<file path="src/rtl/servant_timer_arm.sv">
// Periodic timer re-arm engine.
// Reads mtime over a Wishbone initiator port, writes mtimecmp = mtime + period,
// then waits for the synchronised timer interrupt, pulses o_tick and repeats.
// Ports:
//   i_clk, i_rst      clock, asynchronous active-high reset
//   i_en              run the re-arm loop while high
//   i_period          tick period, low WIDTH bits used, clamped to MIN_PERIOD
//   i_irq             timer compare interrupt (asynchronous)
//   o_wb_cyc/we/dat   Wishbone initiator request (cyc doubles as strobe)
//   i_wb_dat/ack      Wishbone read data and acknowledge
//   o_tick, o_ticks   expiry pulse and 16-bit wrapping expiry count
//   o_err             one-cycle pulse when a bus cycle times out
module servant_timer_arm #(
    parameter int unsigned WIDTH       = 16,
    parameter int unsigned MIN_PERIOD  = 16,
    parameter int unsigned ACK_TIMEOUT = 15
) (
    input  logic        i_clk,
    input  logic        i_rst,
    input  logic        i_en,
    input  logic [31:0] i_period,
    input  logic        i_irq,
    output logic        o_wb_cyc,
    output logic        o_wb_we,
    output logic [31:0] o_wb_dat,
    input  logic [31:0] i_wb_dat,
    input  logic        i_wb_ack,
    output logic        o_tick,
    output logic [15:0] o_ticks,
    output logic        o_err
);

    localparam int unsigned CNT_W = $clog2(ACK_TIMEOUT + 1);
    localparam logic [CNT_W-1:0] CNT_LAST = CNT_W'(ACK_TIMEOUT - 1);

    typedef enum logic [2:0] {
        S_IDLE,
        S_RD,
        S_WR,
        S_CLR,
        S_ARM
    } state_t;

    state_t             state_q, state_d;
    logic               rdy_q, rdy_d;
    logic               sync1_q, sync1_d;
    logic               irq_s_q, irq_s_d;
    logic               cyc_q, cyc_d;
    logic               we_q, we_d;
    logic [WIDTH-1:0]   dat_q, dat_d;
    logic               tick_q, tick_d;
    logic [15:0]        ticks_q, ticks_d;
    logic               err_q, err_d;
    logic [CNT_W-1:0]   cnt_q, cnt_d;

    logic [WIDTH-1:0]   period_w;
    logic [WIDTH-1:0]   period_clamped;
    logic [WIDTH-1:0]   cmp_sum;
    logic               ack_v;
    logic               unused_bits;

    // Only the low WIDTH bits of the 32-bit bus fields carry information.
    assign unused_bits = ^{i_wb_dat, i_period};

    // Compare value: mtime + clamped period, wrapping modulo 2^WIDTH.
    always_comb begin
        period_w       = i_period[WIDTH-1:0];
        period_clamped = (32'(period_w) < 32'(MIN_PERIOD)) ? WIDTH'(MIN_PERIOD) : period_w;
        cmp_sum        = i_wb_dat[WIDTH-1:0] + period_clamped;
    end

    // An acknowledge only counts while a bus cycle is open.
    assign ack_v = i_wb_ack & cyc_q;

    // Next-state and registered-output logic.
    always_comb begin
        state_d = state_q;
        rdy_d   = 1'b1;
        sync1_d = i_irq;
        irq_s_d = sync1_q;
        cyc_d   = cyc_q;
        we_d    = we_q;
        dat_d   = dat_q;
        tick_d  = 1'b0;
        ticks_d = ticks_q;
        err_d   = 1'b0;
        cnt_d   = '0;

        case (state_q)
            S_IDLE: begin
                cyc_d = 1'b0;
                we_d  = 1'b0;
                // rdy_q delays the first read by one edge after reset release.
                if (rdy_q && i_en) begin
                    state_d = S_RD;
                    cyc_d   = 1'b1;
                end
            end
            S_RD: begin
                if (ack_v) begin
                    state_d = S_WR;
                    we_d    = 1'b1;
                    dat_d   = cmp_sum;
                end else if (cnt_q == CNT_LAST) begin
                    state_d = S_IDLE;
                    cyc_d   = 1'b0;
                    err_d   = 1'b1;
                end else begin
                    cnt_d = cnt_q + CNT_W'(1);
                end
            end
            S_WR: begin
                if (ack_v) begin
                    state_d = i_en ? S_CLR : S_IDLE;
                    cyc_d   = 1'b0;
                    we_d    = 1'b0;
                end else if (cnt_q == CNT_LAST) begin
                    state_d = S_IDLE;
                    cyc_d   = 1'b0;
                    we_d    = 1'b0;
                    err_d   = 1'b1;
                end else begin
                    cnt_d = cnt_q + CNT_W'(1);
                end
            end
            S_CLR: begin
                // Let the interrupt from the previous compare drain first.
                if (!i_en) begin
                    state_d = S_IDLE;
                end else if (!irq_s_q) begin
                    state_d = S_ARM;
                end
            end
            S_ARM: begin
                if (!i_en) begin
                    state_d = S_IDLE;
                end else if (irq_s_q) begin
                    state_d = S_RD;
                    tick_d  = 1'b1;
                    ticks_d = ticks_q + 16'd1;
                    cyc_d   = 1'b1;
                    we_d    = 1'b0;
                end
            end
            default: begin
                state_d = S_IDLE;
                cyc_d   = 1'b0;
                we_d    = 1'b0;
            end
        endcase
    end

    // State and output registers.
    always_ff @(posedge i_clk or posedge i_rst) begin
        if (i_rst) begin
            state_q <= S_IDLE;
            rdy_q   <= 1'b0;
            sync1_q <= 1'b0;
            irq_s_q <= 1'b0;
            cyc_q   <= 1'b0;
            we_q    <= 1'b0;
            dat_q   <= '0;
            tick_q  <= 1'b0;
            ticks_q <= '0;
            err_q   <= 1'b0;
            cnt_q   <= '0;
        end else begin
            state_q <= state_d;
            rdy_q   <= rdy_d;
            sync1_q <= sync1_d;
            irq_s_q <= irq_s_d;
            cyc_q   <= cyc_d;
            we_q    <= we_d;
            dat_q   <= dat_d;
            tick_q  <= tick_d;
            ticks_q <= ticks_d;
            err_q   <= err_d;
            cnt_q   <= cnt_d;
        end
    end

    assign o_wb_cyc = cyc_q;
    assign o_wb_we  = we_q;
    assign o_wb_dat = 32'(dat_q);
    assign o_tick   = tick_q;
    assign o_ticks  = ticks_q;
    assign o_err    = err_q;

endmodule

</file>
<file path="config.mk">
export PLATFORM = sky130hd
export DESIGN_NAME = servant_timer_arm
export DESIGN_NICKNAME = d
export VERILOG_FILES = /design/src/rtl/servant_timer_arm.sv
export SDC_FILE = /design/constraint.sdc
export NUM_CORES = 1
export LEC_CHECK = 0
export CAP_MARGIN = 20
export CORE_ASPECT_RATIO = 1.25
export CORE_UTILIZATION = 44
export CTS_BUF_LIST = sky130_fd_sc_hd__clkbuf_2 sky130_fd_sc_hd__clkbuf_4 sky130_fd_sc_hd__clkbuf_8
export CTS_CLUSTER_DIAMETER = 40
export CTS_CLUSTER_SIZE = 30
export DETAILED_ROUTE_END_ITERATION = 6
export PLACE_DENSITY = 0.91
export SETUP_SLACK_MARGIN = 0.1
export SLEW_MARGIN = 20
export SYNTH_ARGS = -nofsm -noshare
export SYNTH_HDL_FRONTEND = slang
export SYNTH_SLANG_ARGS = --single-unit
</file>
<file path="constraint.sdc">
create_clock -name i_clk -period 2 [get_ports i_clk]
set_input_delay 0.4 -clock i_clk [delete_from_list [all_inputs] [get_ports i_clk]]
set_output_delay 0.4 -clock i_clk [all_outputs]
set_load 0.05 [all_outputs]
</file>
* Word-level counts from Yosys, hierarchy flattened
Cells that the tools add are included.
** Operators by class
- Add/sub/neg operators :: 3
- $lt $le $gt $ge :: 1
- Equal/unequal tests :: 13
- Muxes and demuxes :: 33
- Bitwise logic cells :: 2
- Reductions and logical operators :: 8
** Operators with widths (count)
- two-way mux 3 bit :: 8
- two-way mux 1 bit :: 17
- adder 16 x 1 -> 16 bit (second input constant) :: 1
- adder 16 bit :: 1
- < comparator 16 x 5 -> 1 bit (second input constant) :: 1
- two-way mux 16 bit :: 1
- case mux 3 bit (5 select lines) :: 1
- two-way mux 4 bit :: 3
- inequality test 2 bit (second input constant) :: 5
- inequality test 3 bit (second input constant) :: 3
- == test 3 x 2 -> 1 bit (second input constant) :: 2
- AND reduction 3 bit :: 2
- case mux 1 bit (5 select lines) :: 1
- AND reduction 5 bit :: 1
- adder 4 x 1 -> 4 bit (second input constant) :: 1
- == test 4 bit (second input constant) :: 1
- case mux 1 bit (4 select lines) :: 1
- AND reduction 4 bit :: 1
- == test 3 x 1 -> 1 bit (second input constant) :: 1
- == test 3 bit (second input constant) :: 1
- zero test 3 bit :: 1
- two-way mux 2 bit :: 1
- AND reduction 2 bit :: 1
- OR reduction 2 bit :: 1
- other kinds (3) :: 3
** Storage, ports and cells
- Register bits :: 46
- Bits of input ports :: 69

* Depth between registers and ports, before layout
Gate-level depths: netlist of run 1.
- Depth in word-level cells :: 4
- Mapped depth :: 10
- Gate-level depth less buffers :: 10

* Least setup slack after synthesis of run 1
OpenSTA, ideal clock, no wires.
- Path kind :: input port to flip-flop
- Start :: in i_period[12]
- End :: reg dat_q[14]
- Arrival :: 2.687 ns
- Required time :: 1.874 ns
- Path slack :: -0.813 ns
- Stages :: 10
- Path buffers :: 0
- Path through :: nor4_1 nand3_1 and2_1 ha_1 fa_1 a21o_1 a221oi_2 o211ai_1 and2_1 a311o_1
** On the way
- Longest elaborated chain between the ends :: 3
** Ends and longest elaborated chain
- from (decl) :: RTL line 21 : input logic [31:0] i_period,
- < comparator 16 x 5 -> 1 bit :: RTL line 68 : period_clamped = (32'(period_w) < 32'(MIN_PERIOD)) ? WIDTH'(MIN_PERIOD) : period_w;
- two-way mux 16 bit (*) :: RTL line 68
- adder 16 bit (*) :: RTL line 69 : cmp_sum = i_wb_dat[WIDTH-1:0] + period_clamped;
- to (signal assigned) :: RTL line 174 : dat_q <= dat_d;
- to (decl) :: RTL line 50 : logic [WIDTH-1:0] dat_q, dat_d;
Mark *: on every way between the ends. The rest lies on a longest branch, timed or not.
A chain may end at the register's enable or synchronous reset.

* Worst setup path in the final report of run 1
- Start :: in i_period[4]
- End :: reg dat_q[14]
The elaborated chain is that of the path after synthesis.

==> reports/results.ini, run 1 <==
[status]
status = finished with violations
violations = setup timing

[power]
p_comb_share_pct = 54.3
power_density_mw_per_mm2 = 953
ir_worst_vdd_uv = 469
p_leak_nw = 2.22
intPower_w = 0.00227
seqPwrFrac_pct = 31.8
netSwitchingFraction_pct = 45.6
pwr-share-clk_pct = 13.9
power_switching_w = 0.00190

[setup_path]
end_kind = register
critPathKind = in -> reg
crit_arrival_ps = 2710
crit_fanout = 4
startpoint_type = primary input
worstPathRequired_ps = 2190

[yosys]
ys_seq_area_share_pct = 39.7
yosys_warnings = 0
synth_area_leaders = dfrtp_1, ha_1, xnor2_1
async_flop_share_pct = 100
synth_area_per_cell_sq_um = 9.36
synth.distinct_cells = 54
synth_edf_count = 0
netlist.top_cell.by_area = dfrtp_1
synth_common_cells = dfrtp_1, nand2_1, nor2_1
ys.flop_type = dfrtp_1
syn_area_sq_mm = 0.00290
synth.most_common_cell = dfrtp_1
synth_cells = 310
synth_top_area_share_pct = 39.7
synth-seq-cells = 46

[drt]
via_per_inst = 5.22
vias = 2711
drt_iter0_drc = 90
wl_per_cell_um = 14.3
route.met3.wl_um = 271
top_layer = met4
drtAntennaViolNets = 0
wl_met1_um = 2970
drtPass1Iterations = 4
wl_met2_um = 4080
drt-total-wl_um = 7420
drc = 0

[final_layout]
area_growth_pct = 50.7
multi_input_area_sq_mm = 0.00178
nFillCells = 445
layout-drive-gt1-share_pct = 28.6
final_nets = 521
final_util_pct = 69.6
ff_latch_area_sq_mm = 0.00115
diodes = 0

[floorplanning]
design.core.area_sq_mm = 0.00629
die_area_sq_mm = 0.00693
io_pins = 121
die_w_um = 74.7
die_h_um = 92.8
fp-row-count = 32
initial_core_util_pct = 46.2

[placed_design]
dp_hpwl_um = 5550
dpl_worst_slack_ps = -1370
gp_congestion = 0.851
port-buffer-count = 72

[sta]
min_period_over_period_pct = 126
setup_violations = 12
hold_viol = 0
rsz0062_at_grt = true
max_freq_mhz = 396
fin_ws_ps = -523
finalClockSkew_ps = 12.9
maxSlewHeadroom_pct = 63.8
slew_violations = 0
min_period_ps = 2520
worst_pin_slew_ps = 542

[cts]
clock_sinks = 46
tritoncts = yes
clk_latency_ps = 300
path_clk_slew_ps = 90
cts_max_level = 2
cts-root-buf = clkbuf_8
postCtsHoldBufs = 0
cts_buffer_depth = 2
numCtsBuffers = 5

[global_route]
track_usage_pct = 22.2
grt_pass1_wl_um = 12100
grt.overflow.total = 0
grt_max_degree = 47
grt_pass1_vias = 2705
grt_antenna_before_repair = 0

[run]
maxCapViolCount = 0

[worst_hold_path]
min_path_type = reg -> reg

stage by stage:
step | std cells | hold WS (ps) | TNS (ps) | power, W | cell area (sq um)
finish | 519 | 354 | -4470 | 0.00417 | 4380
global route | 519 | 367 | -5580 | 0.00440 | 4380
CTS | 515 | 357 | -4440 | 0.00413 | 4270
detailed placement | 503 | 336 | -15190 | 0.00355 | 4080
global placement | 503 | 332 | -14060 | 0.00348 | 4080
floorplan | 325 | 331 | -3780 | 0.00276 | 3030
layout by cell type (no fill, tap or decap), types with 12 or more instances in the layout:
master	n
buf_4	62
dfrtp_1	46
nand2_1	34
clkdlybuf4s50_1	30
nor2_1	18
conb_1	17
dlygate4sd2_1	16
xnor2_1	15
ha_1	14
a21oi_1	12
path summary, 6_finish.rpt:
check | from | to | slack (ps) | depth (start not counted)
min in group asynchronous | i_rst | o_ticks[1] | 450 | 3
hold / removal | irq_s_d | irq_s_q | 350 | 0
max in group asynchronous | i_rst | o_err | 1330 | 3
hold reg to reg | irq_s_d | irq_s_q | 350 | 0
setup reg to reg | state_q[0] | o_ticks[15] | 300 | 5
setup / recovery | i_period[4] | dat_q[14] | -520 | 11
cells by family (layout without fill, tap and decap cells):
| logic type | after synthesis | after routing | synth area share [%] |
|---|---|---|---|
| mux | 3 | 3 | 1.08 |
| xor+xnor | 26 | 26 | 8.10 |
| compound gates | 64 | 64 | 15.0 |
| other cells | 2 | 17 | 0.259 |
| buf+inv | 44 | 153 | 8.06 |
| flops | 46 | 46 | 39.7 |
| fa+ha+maj | 19 | 19 | 8.45 |
| simple gates | 106 | 106 | 19.4 |
worst max-delay path, cell delays in order:
cell and delay [ps]:
buf_6 100, nor4_4 280, nand3_2 160, and2_4 180, ha_4 160, fa_2 350
a21o_1 190, a221oi_2 290, o211ai_1 160, and2_1 180, a311o_1 260
final cells by class:
type | count | share of cell area (%)
clock buffer | 6 | 1.74
tap | 85 | 2.43
inverter | 10 | 0.858
sequential | 46 | 26.3
clock inverter | 2 | 0.315
timing repair buffer | 135 | 27.6
multi-input combinational | 235 | 40.7
layer usage:
metal / up-vias / track usage (%)
met2: 90 / 40.3
met1: 1307 / 26.3
li1: 1304 / -
met4: 0 / 6.76
met5: - / 0
met3: 10 / 2.94
flip-flops by register name (all words and copies together), names as in the netlist:
| name | flops |
|---|---|
| rdy_q | 1 |
| o_wb_we | 1 |
| irq_s_q | 1 |
| o_ticks | 16 |
| o_err | 1 |
| irq_s_d | 1 |
| cnt_q | 4 |
| dat_q | 16 |
| o_wb_cyc | 1 |
| o_tick | 1 |
| state_q | 3 |
power by group through the flow:
| stage | combinational (W) | sequential [W] | clock (W) |
|---|---|---|---|
| after CTS | 0.00222 | 0.00133 | 0.000586 |
| after global routing | 0.00242 | 0.00136 | 0.000616 |
| after detailed placement | 0.00220 | 0.00135 | 0 |
| after floorplan | 0.000833 | 0.00193 | 0 |
| final | 0.00226 | 0.00133 | 0.000579 |
| after global placement | 0.00214 | 0.00134 | 0 |
what timing repair did:
item                                    in CTS  in global routing
buffers inserted                             4                  6
hold endpoints to repair                     0                  0
resized for setup                           91                 23
endpoints found under the setup margin      31                 24
gates cloned                                 0                  0
pin swaps                                   25                 16
No activity file was read; power rests on OpenSTA's default activity.
==> inputs of run 2 (changes only) <==
--- a/config.mk
+++ b/config.mk
@@ -7,13 +7,14 @@
 export LEC_CHECK = 0
 export CAP_MARGIN = 20
 export CORE_ASPECT_RATIO = 1.25
-export CORE_UTILIZATION = 44
+export CORE_UTILIZATION = 40
 export CTS_BUF_LIST = sky130_fd_sc_hd__clkbuf_2 sky130_fd_sc_hd__clkbuf_4 sky130_fd_sc_hd__clkbuf_8
 export CTS_CLUSTER_DIAMETER = 40
 export CTS_CLUSTER_SIZE = 30
 export DETAILED_ROUTE_END_ITERATION = 6
-export PLACE_DENSITY = 0.91
+export PLACE_DENSITY = 0.88
 export SETUP_SLACK_MARGIN = 0.1
+export SKIP_CTS_REPAIR_TIMING = 1
 export SLEW_MARGIN = 20
 export SYNTH_ARGS = -nofsm -noshare
 export SYNTH_HDL_FRONTEND = slang
==> constraint.sdc (replaced) <==
create_clock -name i_clk -period 2.2 [get_ports i_clk]
set_input_delay 0.44 -clock i_clk [delete_from_list [all_inputs] [get_ports i_clk]]
set_output_delay 0.44 -clock i_clk [all_outputs]
set_load 0.05 [all_outputs]
==> run 2 against run 1 <==
  * The flow still finishes with violations (setup timing)
  * Final cell count shrank 1.9%
  * Final area shrank 3.9%
  * Sequential share of layout area grew 1.1 points
  * Hold slack gained 13 ps
  * Critical path depth is the same
  * Wire length shrank 10%
  * Register-to-register slack gained 20 ps
==> reports/results.ini, run 2 (same netlist as run 1, synthesis figures left out) <==
[sta]
worst_pin_slew_ps = 530  ; -12.0 ps
min_period_ps = 2720
slew_violations = 0  ; unchanged
maxSlewHeadroom_pct = 64.6  ; +0.75 points
setup_violations = 11  ; -1
rsz0062_at_grt = true
finalClockSkew_ps = 3.16  ; -9.77 ps
hold_viol = 0  ; unchanged
fin_ws_ps = -520  ; +2.46 ps
min_period_over_period_pct = 124
max_freq_mhz = 368

[cts]
cts-root-buf = clkbuf_8
tritoncts = yes
clk_latency_ps = 290  ; about the same
cts_buffer_depth = 2  ; unchanged
path_clk_slew_ps = 90  ; about the same
clock_sinks = 46  ; unchanged
numCtsBuffers = 5  ; unchanged
cts_max_level = 2  ; unchanged

[setup_path]
rr_worst_depth = 5  ; unchanged
crit_fanout = 4  ; unchanged
crit_arrival_ps = 2900  ; +190 ps
cp.depth = 11  ; unchanged
crit_buf_inv = 1  ; unchanged
startpoint_type = primary input
path_delay_family = compound AO/OA/AOI/OAI gates
slowest_delay_ps = 360  ; about the same
critPathSlowestCell = fa_2
worstPathRequired_ps = 2380  ; +190 ps
critPathKind = in -> reg
path_cells = clkbuf_2, nor4_4, nand3_2, and2_4, ha_4, fa_2, a21o_1, a221oi_2, o211ai_1, and2_1, a311o_1
end_kind = register

[placed_design]
dpl_worst_slack_ps = -1220  ; +151 ps
dp_hpwl_um = 5300  ; -4.5%
gp_congestion = 0.872  ; +2.5%
port-buffer-count = 72  ; unchanged

[floorplanning]
initial_core_util_pct = 41.6  ; -4.6 points
io_pins = 121  ; unchanged
die_w_um = 78.2  ; +4.7%
design.core.area_sq_mm = 0.00698  ; +11%
die_h_um = 97.2  ; +4.8%
die_area_sq_mm = 0.00760  ; +9.8%
fp-row-count = 34  ; +6.3%

[worst_hold_path]
min_path_type = reg -> reg
whs_path_depth = 0  ; unchanged

[power]
power_density_mw_per_mm2 = 910  ; -4.5%
total_power_w = 0.00383  ; -8.2%
ir_worst_vdd_uv = 462  ; -1.6%
p_leak_nw = 1.99  ; -10%

[final_layout]
final_common_cell = clkdlybuf4s50_1
area_growth_pct = 44.9
layout-drive-gt1-share_pct = 22.9  ; -5.7 points
final_util_pct = 60.3  ; -9.3 points
final_cell_mix = clkdlybuf4s50_1, buf_4, dfrtp_1, nand2_1, nor2_1
diodes = 0  ; unchanged
final_nets = 506  ; -2.9%

[global_route]
grt_max_degree = 28  ; -40%
grt_pass1_vias = 2548  ; -5.8%
grt.overflow.total = 0  ; unchanged
grt_pass1_wl_um = 11200  ; -7.2%
track_usage_pct = 18.3  ; -3.9 points
grt_antenna_before_repair = 0  ; unchanged

[status]
status = finished with violations
violations = setup timing

[drt]
drtPass1Iterations = 4  ; unchanged
drc = 0  ; unchanged
wl_per_cell_um = 13.1  ; -8.5%
via_per_inst = 5.11  ; -2.2%
vias = 2599  ; -4.1%
drtAntennaViolNets = 0  ; unchanged
drt-total-wl_um = 6660  ; -10%
drt_iter0_drc = 94  ; +4.4%

[run]
maxCapViolCount = 0  ; unchanged

==> run 2: cell count changes in the layout (fill, tap and decap cells not counted), moves of 3 or more <==
cell | previous run | this run
clkbuf_2 | 0 | 5
dlymetal6s2s_1 | 10 | 6
buf_4 | 62 | 48
buf_6 | 8 | 2
and2_4 | 4 | 1
clkdlybuf4s50_1 | 30 | 59
and2_1 | 5 | 8
buf_2 | 4 | 0
dlygate4sd2_1 | 16 | 0
==> run 2: through the flow <==
step	instances	TNS (ps)	instance area, sq um	hold slack (ps)
global route	509	-4240	4210	385
global placement	496	-11740	3990	335
CTS	504	-8060	4100	374
detailed placement	496	-12840	3990	346
floorplan	325	-1990	3030	331
finish	509	-2970	4210	367
==> run 2: final timing paths <==
kind                         startpoint           to  slack, ps
hold reg to reg                 irq_s_d      irq_s_q        370
setup / recovery           i_period[15]    dat_q[14]       -520
hold / removal                  irq_s_d      irq_s_q        370
setup reg to reg             state_q[2]  o_ticks[12]        320
min in group asynchronous         i_rst   o_ticks[7]        490
max in group asynchronous         i_rst     o_wb_cyc       1160
==> run 2: layout make-up <==
| class | instances | area [sq um] |
|---|---|---|
| clock inverters | 3 | 43.8 |
| flip-flops and latches | 46 | 1150 |
| repair buffers | 120 | 1070 |
| inverters | 10 | 37.5 |
| clock buffers | 5 | 68.8 |
| well taps | 90 | 113 |
| multi-input cells | 235 | 1720 |
| fillers | 588 | 2770 |
==> run 2: layer usage <==
| layer | wire [um] | track usage, % | vias up |
|---|---|---|---|
| met3 | 310 | 3.10 | 6 |
| met4 | 75 | 5.41 | 0 |
| li1 | - | - | 1280 |
| met5 | 0 | 0 | - |
| met1 | 2560 | 19.7 | 1220 |
| met2 | 3720 | 35.6 | 93 |
==> run 2: power by group <==
part / total, W / leakage [nW] / internal (W) / switching [W]
sequential: 0.00122 / 0.598 / 0.00106 / 0.000157
combinational: 0.00199 / 1.33 / 0.000751 / 0.00124
clock: 0.000623 / 0.0585 / 0.000340 / 0.000282
==> inputs of run 3 (changes only) <==
==> constraint.sdc (replaced) <==
create_clock -name i_clk -period 2.4 [get_ports i_clk]
set_input_delay 0.48 -clock i_clk [delete_from_list [all_inputs] [get_ports i_clk]]
set_output_delay 0.48 -clock i_clk [all_outputs]
set_load 0.05 [all_outputs]
==> run 3 against run 2 <==
  * The run still ends with setup timing left
  * Final cell count fell by 3.1%
  * Wire length down 1.4%
  * Hold slack lost 4.6 ps
  * Global-route usage is 0.33 points lower
  * Clock skew increased by 2.0 ps
  * Combinational power fell by 12%
  * Final area shrank 3.5%
  * Largest cell class unchanged
  * Sequential share of layout area rose by 1.0 points
  * Clock power shrank 18%
==> reports/results.ini, run 3 (same netlist as run 1, synthesis figures left out) <==
[status]
status = finished with violations
violations = setup timing

[sta]
rsz0062_at_grt = true
worst_pin_slew_ps = 696  ; +166 ps
min_period_over_period_pct = 114
finalClockSkew_ps = 5.20  ; +2.04 ps
hold_viol = 0  ; unchanged
setup_tns_ps = -885  ; +2080 ps
setup_violations = 7  ; -4
max_freq_mhz = 366
min_period_ps = 2730
fin_ws_ps = -335  ; +186 ps
maxSlewHeadroom_pct = 53.5  ; -11 points
hold_slack_ps = 362  ; -4.63 ps
slew_violations = 0  ; unchanged

[final_layout]
nFillCells = 617  ; +4.9%
final_util_pct = 58.2  ; -2.1 points
diodes = 0  ; unchanged
layout-drive-gt1-share_pct = 19.1  ; -3.8 points
final_nets = 490  ; -3.2%
stdcell_area_sq_mm = 0.00406  ; -3.5%
area_growth_pct = 39.8
final_cell_mix = clkdlybuf4s50_1, dfrtp_1, nand2_1, buf_4, nor2_1
final_common_cell = clkdlybuf4s50_1

[cts]
tritoncts = yes
clock_sinks = 46  ; unchanged
path_clk_slew_ps = 80  ; about the same
cts_max_level = 2  ; unchanged
clk_latency_ps = 290  ; about the same
numCtsBuffers = 5  ; unchanged
cts-root-buf = clkbuf_8
cts_buffer_depth = 2  ; unchanged

[setup_path]
crit_buf_inv = 1  ; unchanged
slowest_delay_ps = 350  ; about the same
critPathSlowestCell = fa_2
path_delay_family = compound AO/OA/AOI/OAI gates
critPathKind = in -> reg
crit_arrival_ps = 2910  ; about the same
crit_fanout = 5  ; +1
worstPathRequired_ps = 2580  ; +200 ps
path_cells = buf_8, nor4_4, nand3_2, and2_4, ha_4, fa_2, a21o_1, a221oi_2, o211ai_1, and2_1, a311o_1
end_kind = register
startpoint_type = primary input

[drt]
drt_iter0_drc = 120  ; +28%
drtPass1Iterations = 5  ; +1
drtAntennaViolNets = 0  ; unchanged
via_per_inst = 5.23  ; +2.5%
wl_per_cell_um = 13.3  ; +1.9%
vias = 2580  ; -0.73%
drt-total-wl_um = 6570  ; -1.4%
drc = 0  ; unchanged

[global_route]
grt_pass1_wl_um = 11100  ; -1.2%
grt_max_degree = 35  ; +25%
grt_pass1_vias = 2551  ; +0.12%
grt.overflow.total = 0  ; unchanged
track_usage_pct = 18.0  ; -0.33 points
grt_antenna_before_repair = 0  ; unchanged

[placed_design]
postPlaceCellArea_sq_mm = 0.00389  ; -2.5%
dp_hpwl_um = 5280  ; -0.44%
gp_congestion = 0.880  ; +0.84%
port-buffer-count = 72  ; unchanged

[floorplanning]
die_h_um = 97.2  ; unchanged
die_area_sq_mm = 0.00760  ; unchanged
fp-row-count = 34  ; unchanged
design.core.area_sq_mm = 0.00698  ; unchanged
initial_core_util_pct = 41.6  ; unchanged
io_pins = 121  ; unchanged
die_w_um = 78.2  ; unchanged

[power]
pwr-share-clk_pct = 15.0  ; -1.3 points
power_switching_w = 0.00152  ; -9.2%
power_density_mw_per_mm2 = 835  ; -8.2%
intPower_w = 0.00187  ; -13%
p_leak_nw = 1.87  ; -5.7%
p_comb_share_pct = 51.7  ; -0.2 points
netSwitchingFraction_pct = 44.9  ; +1.1 points
seqPwrFrac_pct = 33.4  ; +1.6 points
ir_worst_vdd_uv = 627  ; +36%
total_power_w = 0.00339  ; -11%

[run]
maxCapViolCount = 0  ; unchanged

[worst_hold_path]
min_path_type = reg -> reg

-- run 3: changes by cell type in the layout (fill, tap and decap cells not counted), sizes merged --
cell / previous run / this run
clkbuf: 10 / 12
clkinv: 1 / 0
buf: 50 / 35
clkdlybuf4s50: 59 / 60
bufinv: 1 / 0
dlymetal6s2s: 6 / 4
-- run 3: worst paths after layout --
check / from / endpoint / slack, ps / cells after the start
setup reg to reg: state_q[1] / o_ticks[12] / 480 / 5
hold reg to reg: irq_s_d / irq_s_q / 360 / 0
setup / recovery: i_period[10] / dat_q[14] / -330 / 11
max in group asynchronous: i_rst / rdy_q / 1210 / 3
hold / removal: irq_s_d / irq_s_q / 360 / 0
min in group asynchronous: i_rst / dat_q[1] / 610 / 2
-- run 3: through the flow --
step | setup WS [ps] | instances
after global placement | -948 | 484
final | -335 | 493
after detailed placement | -1030 | 484
after floorplan | -331 | 325
after CTS | -719 | 492
after global routing | -452 | 493
-- run 3: layout make-up --
type | instances | area, sq um | share of cell area (%)
clock buffer | 7 | 90.1 | 2.22
inverter | 10 | 37.5 | 0.925
tap | 90 | 113 | 2.78
timing repair buffer | 104 | 953 | 23.5
multi-input combinational | 235 | 1700 | 42.0
sequential | 46 | 1150 | 28.4
clock inverter | 1 | 8.76 | 0.216
-- run 3: power by group through the flow --
stage,Clock (W),Sequential (W),Combinational (W)
after floorplan,0,0.00161,0.000689
after global placement,0,0.00114,0.00169
after global routing,0.000554,0.00116,0.00188
final,0.000508,0.00113,0.00175
after detailed placement,0,0.00115,0.00174
after CTS,0.000519,0.00113,0.00174
-- run 3: worst reg2reg max path: stages (launching register included) --
cell,delay [ps]
dfrtp_1,510
or3b_4,480
nor2_8,140
and4_1,410
nand4_4,140
xnor2_2,150
-- run 3: routing by layer --
metal / vias to the layer above / track usage [%] / share of wire, %
met5: - / 0 / 0
met4: 0 / 6.84 / 1.7
met3: 11 / 2.72 / 5.1
met2: 112 / 34.1 / 54
met1: 1220 / 19.6 / 39
li1: 1237 / - / -
